==> config.mk <==
export PLATFORM = sky130hd
export DESIGN_NAME = regfile_dump
export DESIGN_NICKNAME = d
export VERILOG_FILES = /design/src/rtl/regdump_pkg.sv /design/src/rtl/regfile_dump.sv
export SDC_FILE = /design/constraint.sdc
export NUM_CORES = 1
export LEC_CHECK = 0
export CAP_MARGIN = 20
export CORE_ASPECT_RATIO = 0.75
export CORE_MARGIN = 10
export CORE_UTILIZATION = 43
export DETAILED_ROUTE_END_ITERATION = 6
export MAX_ROUTING_LAYER = met4
export PLACE_DENSITY = 0.9
export SKIP_LAST_GASP = 1
export SYNTH_ARGS = -nofsm -noshare
export SYNTH_HDL_FRONTEND = slang
export SYNTH_SLANG_ARGS = --single-unit
==> constraint.sdc <==
create_clock -name i_clk -period 2.2 [get_ports i_clk]
set_clock_uncertainty 0.1 [all_clocks]
set_input_delay 0.55 -clock i_clk [delete_from_list [all_inputs] [get_ports i_clk]]
set_output_delay 0.55 -clock i_clk [all_outputs]
set_load 0.005 [all_outputs]
==> src/rtl/regdump_pkg.sv <==
// Shared constants and FSM state encoding for the register-file dump client.
// Build option: REGDUMP_CHECKSUM_EN adds a running XOR of dumped words.
package regdump_pkg;

    localparam int REGDUMP_NUM_REGS = 32;
    localparam int REGDUMP_ADDR_W   = 5;
    localparam int REGDUMP_DATA_W   = 32;

    typedef enum logic [1:0] {
        IDLE  = 2'd0,
        RUN   = 2'd1,
        DRAIN = 2'd2
    } state_t;

endpackage

==> src/rtl/regfile_dump.sv <==
// Walks a wrapping address range through one regfile read port and streams
// (index, data, last) words out; REGDUMP_CHECKSUM_EN adds an XOR checksum.
//
// state | meaning
// IDLE  | waiting for start, raddr parked at 0
// RUN   | reading ptr and loading the output register when it is free
// DRAIN | final word loaded, waiting for the consumer to take it
module regfile_dump
    import regdump_pkg::*;
#(
    parameter int NUM_REGS = REGDUMP_NUM_REGS,
    parameter int ADDR_W   = REGDUMP_ADDR_W,
    parameter int DATA_W   = REGDUMP_DATA_W
) (
    input  logic              i_clk,
    input  logic              i_rst_n,
    input  logic              i_start,
    input  logic              i_abort,
    input  logic [ADDR_W-1:0] i_first_addr,
    input  logic [ADDR_W-1:0] i_last_addr,
    output logic [ADDR_W-1:0] o_raddr,
    input  logic [DATA_W-1:0] i_rdata,
    output logic              o_out_valid,
    input  logic              i_out_ready,
    output logic [DATA_W-1:0] o_out_data,
    output logic [ADDR_W-1:0] o_out_index,
    output logic              o_out_last,
    output logic              o_busy,
`ifdef REGDUMP_CHECKSUM_EN
    output logic [DATA_W-1:0] o_checksum,
    output logic              o_done
`else
    output logic              o_done
`endif
);

    state_t              r_state;
    logic [ADDR_W-1:0]   r_ptr;
    logic [ADDR_W-1:0]   r_end;
    logic                r_out_valid;
    logic [DATA_W-1:0]   r_out_data;
    logic [ADDR_W-1:0]   r_out_index;
    logic                r_out_last;
    logic                r_done;
    logic [ADDR_W-1:0]   w_raddr;
    logic [ADDR_W-1:0]   w_ptr_next;
    logic                w_load;

    assign w_load     = !r_out_valid || i_out_ready;
    assign w_ptr_next = ADDR_W'((32'(r_ptr) + 1) % NUM_REGS);

    always_comb begin
        w_raddr = '0;
        case (r_state)
            RUN:     w_raddr = r_ptr;
            DRAIN:   w_raddr = r_end;
            default: w_raddr = '0;
        endcase
    end

    always_ff @(posedge i_clk or negedge i_rst_n) begin
        if (!i_rst_n) begin
            r_state     <= IDLE;
            r_ptr       <= '0;
            r_end       <= '0;
            r_out_valid <= 1'b0;
            r_out_data  <= '0;
            r_out_index <= '0;
            r_out_last  <= 1'b0;
            r_done      <= 1'b0;
        end else begin
            r_done <= 1'b0;
            case (r_state)
                IDLE: begin
                    // abort in the same cycle as start cancels the request
                    if (i_start && !i_abort) begin
                        r_ptr   <= i_first_addr;
                        r_end   <= i_last_addr;
                        r_state <= RUN;
                    end
                end
                RUN: begin
                    if (i_abort) begin
                        r_out_valid <= 1'b0;
                        r_out_last  <= 1'b0;
                        r_state     <= IDLE;
                    end else if (w_load) begin
                        r_out_data  <= i_rdata;
                        r_out_index <= r_ptr;
                        r_out_last  <= (r_ptr == r_end);
                        r_out_valid <= 1'b1;
                        r_ptr       <= w_ptr_next;
                        if (r_ptr == r_end) begin
                            r_state <= DRAIN;
                        end
                    end
                end
                DRAIN: begin
                    if (i_abort) begin
                        r_out_valid <= 1'b0;
                        r_out_last  <= 1'b0;
                        r_state     <= IDLE;
                    end else if (r_out_valid && i_out_ready) begin
                        r_out_valid <= 1'b0;
                        r_out_last  <= 1'b0;
                        r_done      <= 1'b1;
                        r_state     <= IDLE;
                    end
                end
                default: r_state <= IDLE;
            endcase
        end
    end

`ifdef REGDUMP_CHECKSUM_EN
    logic [DATA_W-1:0] r_checksum;

    always_ff @(posedge i_clk or negedge i_rst_n) begin
        if (!i_rst_n) begin
            r_checksum <= '0;
        end else if (r_state == IDLE && i_start && !i_abort) begin
            r_checksum <= '0;
        end else if (r_state != IDLE && !i_abort && r_out_valid && i_out_ready) begin
            r_checksum <= r_checksum ^ r_out_data;
        end
    end

    assign o_checksum = r_checksum;
`endif

    assign o_raddr     = w_raddr;
    assign o_out_valid = r_out_valid;
    assign o_out_data  = r_out_data;
    assign o_out_index = r_out_index;
    assign o_out_last  = r_out_last;
    assign o_busy      = (r_state != IDLE);
    assign o_done      = r_done;

endmodule

* Word-level counts from Yosys, hierarchy flattened *
Index checks and enable logic that the tools add are counted.

cells by class
  reductions and logical operators = 14
  equality and inequality tests = 9
  $add $sub $neg = 1
  bitwise logic cells = 1
  mux-type cells = 23

operators with widths
  kind                   number
  $pmux W5 S2            2
  $mux W5                3
  $mux W2                6
  $mux W1                9
  $ne A3 B3 Y1 const B   3
  $reduce_and A4 Y1      2
  $ne A2 B2 Y1 const B   3
  $pmux W2 S3            1
  $reduce_and A3 Y1      2
  $reduce_bool A2 Y1     3
  $add A5 B1 Y5 const B  1
  $eq A5 B5 Y1           1
  $pmux W1 S2            2
  $eq A2 B1 Y1 const B   1
  $eq A2 B2 Y1 const B   1
  $logic_and A1 B1 Y1    2
  $logic_not A1 Y1       2
  $logic_not A2 Y1       1
  $reduce_and A2 Y1      1
  $logic_or A1 B1 Y1     1
  $not A1 Y1             1

storage, ports and cells
  output and inout bits = 46
  logic and storage cells = 56
  register bits = 52
  bits of input ports = 47

* Longest topological paths before layout *
  depth in word-level cells = 5
  mapped depth = 7
  depth with buffers taken out = 6

* Least setup slack after synthesis *
OpenSTA, ideal clock, no wires.

  kind = flip-flop to output port
  start = register r_state[1]
  end = output port o_raddr[0]
  data required time = 1.550 ns
  buffers on the path = 2
  arrival time = 1.363 ns
  stages on the path, launching flop included = 7
  slack = 0.187 ns
  path through = dfrtp_1 > inv_1 > ha_1 > buf_4 > clkbuf_1 > a22oi_1 > nor2b_1

on the way
  cells in the longest elaborated chain, start to end = 2
  elaborated cells between the ends (all ways) = 3
  those cells by class = eq/ne (2); mux (1)

RTL lines
  element                                              line                source
  from (decl)                                          regfile_dump.sv:37  state_t r_state;
  from (signal assigned)                               regfile_dump.sv:63  r_state <= IDLE;
  from (signal assigned)                               regfile_dump.sv:79  r_state <= RUN;
  from (signal assigned)                               regfile_dump.sv:86  r_state <= IDLE;
  $eq A2 B2 Y1 / $eq A2 B1 Y1 (equally long branches)  regfile_dump.sv:54  case (r_state)
  $pmux W5 S2 (*)                                      regfile_dump.sv:54
  to (decl)                                            regfile_dump.sv:21  output logic [ADDR_W-1:0] o_raddr,

Every way passes the cells marked *; elsewhere a longest branch is shown, timed or not.

* Worst setup path after layout *
  start = register r_state[0]
  end = output port o_raddr[4]

The elaborated chain is that of the path after synthesis.

==> run_results.csv <==
group,metric,value,unit
run_status,outcome,"completed",
power_and_ir_drop,power_density,1440,nW/um^2
timing,hold_viol_final,0,
layout,layout_commonest_cell,"clkdlybuf4s50_1",
synthesis,synthArstFlopShare,1.00,
power_and_ir_drop,p_int,3.48,mW
floorplan,die_w,106,microns
layout,utilization,0.685,
clock_tree,cts_tree,"yes",
power_and_ir_drop,pwr-share-comb,0.566,
clock_tree,cts_buffer_depth,2,
floorplan,die_area,8950,sq um
power_and_ir_drop,total_power,5.26,mW
floorplan,core,5350,sq um
placed_design,place_congestion,0.838,
layout,n_antenna_cell,0,
layout,drive_gt1_frac,0.316,
synthesis,synth_cell_type_count,39,
clock_tree,cts.clk_slew.worst_paths,0.09,ns
placed_design,placedInstanceArea,3500,sq um
setup_path,reg2reg_depth,8,
routing,drtIter0Drc,67,
layout,fin_nets,344,
timing,drv_slew,0,
setup_path,path_class,"flip-flop to output pin",
routing,first_pass_iters,4,
synthesis,synth_fp_nets,231,
hold_path,hold_class,"input pin to async pin",
floorplan,ioPinCount,93,
timing,max_slew_margin,0.706,
synthesis,yosys_most_used_dff,"dfrtp_1",
placed_design,dp_hpwl,5210,microns
synthesis,syn_area_per_cell,13.2,sq um
setup_path,crit_required,1.55,ns
clock_tree,ctsHtreeMaxLevel,2,
floorplan,start_util,0.445,
setup_path,regToRegSetupSlack,0.10,ns
power_and_ir_drop,switchingPower,1.78,mW
timing,finalCritPeriodShare,0.978,
timing,rsz0062_at_grt,"false",
placed_design,numPortBuffers,92,
setup_path,critPathMaxFanout,4,
routing,wirelength,6640,microns
timing,post-route-min-period,2.15,ns
routing,drc_errors,0,
global_route,first_global_vias,2042,
timing,fmax,465,MHz
clock_tree,clk_latency,0.30,ns
global_route,grt_overflow,0,
floorplan,core.rowCount,23,
floorplan,die_y,84.5,microns
synthesis,synth_seq_area_share,0.546,
setup_path,critPathLaunchType,"flip-flop",
setup_path,arrival,1.50,ns
global_route,grt_use_total,0.151,
global_route,grt_max_degree,23,
routing,vias_per_cell,5.00,
setup_path,worstSetupStartpoint,"r_state[0]",
clock_tree,hold_buffers,0,
clock_tree,clock-sinks,52,
synthesis,ys_ff_latch,52,
synthesis,syn_inst,180,
power_and_ir_drop,pwr-share-clk,0.101,
power_and_ir_drop,peakVddDrop,0.000704,V
layout,final_cell_mix,"clkdlybuf4s50_1 (85), dfrtp_1 (52), mux2_2 (39)",
power_and_ir_drop,switching_share,0.338,
setup_path,end_kind,"output pin",
layout,syn_to_final_growth,53.9,%
global_route,antenna_found_initial,0,
clock_tree,cts_root_buffer,"clkbuf_8",
layout,final_area,3670,sq um
timing,setup_violations,0,
setup_path,reg2reg_from,"r_state[1]",
timing,tightest_slew,0.442,ns
synthesis,syn_area,2380,sq um
power_and_ir_drop,p_leak,1.55,nW
routing,vias,1846,
routing,routedWlPerCell,18.0,microns
clock_tree,cts_buffers,5,
setup_path,timing.rr.end,"r_ptr[0]",
routing,antenna_left,0,
synthesis,ys_warn_count,0,
synthesis,synth_edf_count,0,
global_route,grt_pass1_wl,10600,microns
power_and_ir_drop,seq_power_share,0.333,
run,drv_cap,0,
cell usage after synthesis (all sizes together) (3+ instances only):
cell type	n	area (sq um)
a22oi	5	37.5
inv	7	26.3
o31ai	3	22.5
clkbuf	3	11.3
nand3	3	15.0
dfrtp	52	1300
o21ai	4	20.0
nor2	8	37.5
ha	4	50.1
a21oi	3	15.0
mux2	43	488
xor2	3	26.3
nand2	5	18.8
a221oi	3	45.0
nor2b	6	37.5
buf	5	35.0
cell type report:
type | count | area [sq um]
Clock inverter | 3 | 18.8
Tap cell | 75 | 93.8
Fill cell | 416 | 1690
Sequential cell | 52 | 1300
Clock buffer | 5 | 68.8
Inverter | 7 | 26.3
Timing Repair Buffer | 114 | 1090
Multi-Input combinational cell | 113 | 1070
metal layers:
metal / track usage / wire, microns / part of all wire / vias to the layer above
li1: - / - / - / 867
met1: 0.177 / 2930 / 0.44 / 906
met2: 0.245 / 3210 / 0.48 / 68
met3: 0.0557 / 458 / 0.069 / 5
met4: 0.0319 / 45 / 0.0068 / 0
met5: - / 0 / 0 / -
critical path: stages (launching register included):
cell     delay, ns
dfrtp_1       0.40
buf_4         0.15
ha_4          0.17
buf_4         0.13
a22oi_1       0.15
nor2b_1       0.07
buf_2         0.13
worst max-delay path by stage:
| stage | endpoint | slack [ns] | cells past startpoint |
|---|---|---|---|
| floorplan | o_raddr[0] | 0.19 | 6 |
| global placement | r_ptr[0] | 0.01 | 5 |
| detailed placement | r_ptr[0] | -0.01 | 5 |
| CTS | o_raddr[2] | -0.19 | 5 |
| global route | o_raddr[3] | 0.0001 | 6 |
| finish | o_raddr[4] | 0.05 | 6 |
through the flow:
step | std cells | setup WS [ns] | setup TNS, ns | hold slack (ns)
finish | 369 | 0.0494 | 0 | 0.0761
CTS | 366 | -0.188 | -0.188 | 0.0703
global placement | 356 | 0.0129 | 0 | 0.366
floorplan | 180 | 0.187 | 0 | 0.154
global route | 369 | 0.0000969 | 0 | 0.0886
detailed placement | 356 | -0.0119 | -0.0192 | 0.382
kinds of logic (layout without fill, tap and decap cells):
group	after synthesis	in the layout	share of synthesized area
AO/OA/AOI/OAI	26	26	0.0898
XOR/XNOR	5	5	0.0184
adder cells (fa/ha/maj)	4	4	0.0210
buffers and inverters	15	129	0.0305
flip-flops	52	52	0.546
multiplexers	45	45	0.213
AND/OR/NAND/NOR	33	33	0.0809
what timing repair did:
| item | in CTS | in global routing |
|---|---|---|
| setup endpoints to repair | 6 | 8 |
| pin swaps | 1 | 2 |
| hold endpoints to repair | 0 | 0 |
| buffers inserted | 2 | 3 |
| gates cloned | 0 | 0 |
| gates resized for setup | 15 | 11 |
power groups by stage:
stage | combinational [mW] | sequential, mW | clock (mW)
after floorplan | 1.39 | 1.74 | 0
after global placement | 2.76 | 1.72 | 0
after detailed placement | 2.87 | 1.75 | 0
after CTS | 2.97 | 1.74 | 0.563
after global routing | 3.24 | 1.82 | 0.597
final | 2.98 | 1.75 | 0.531
sequential cells by signal, summed over array words and instances (netlist names):
signal       flops
o_out_valid      1
r_ptr            5
o_out_index      5
r_state          2
r_end            5
o_out_data      32
o_out_last       1
o_done           1
No activity file was read; power rests on OpenSTA's default activity.
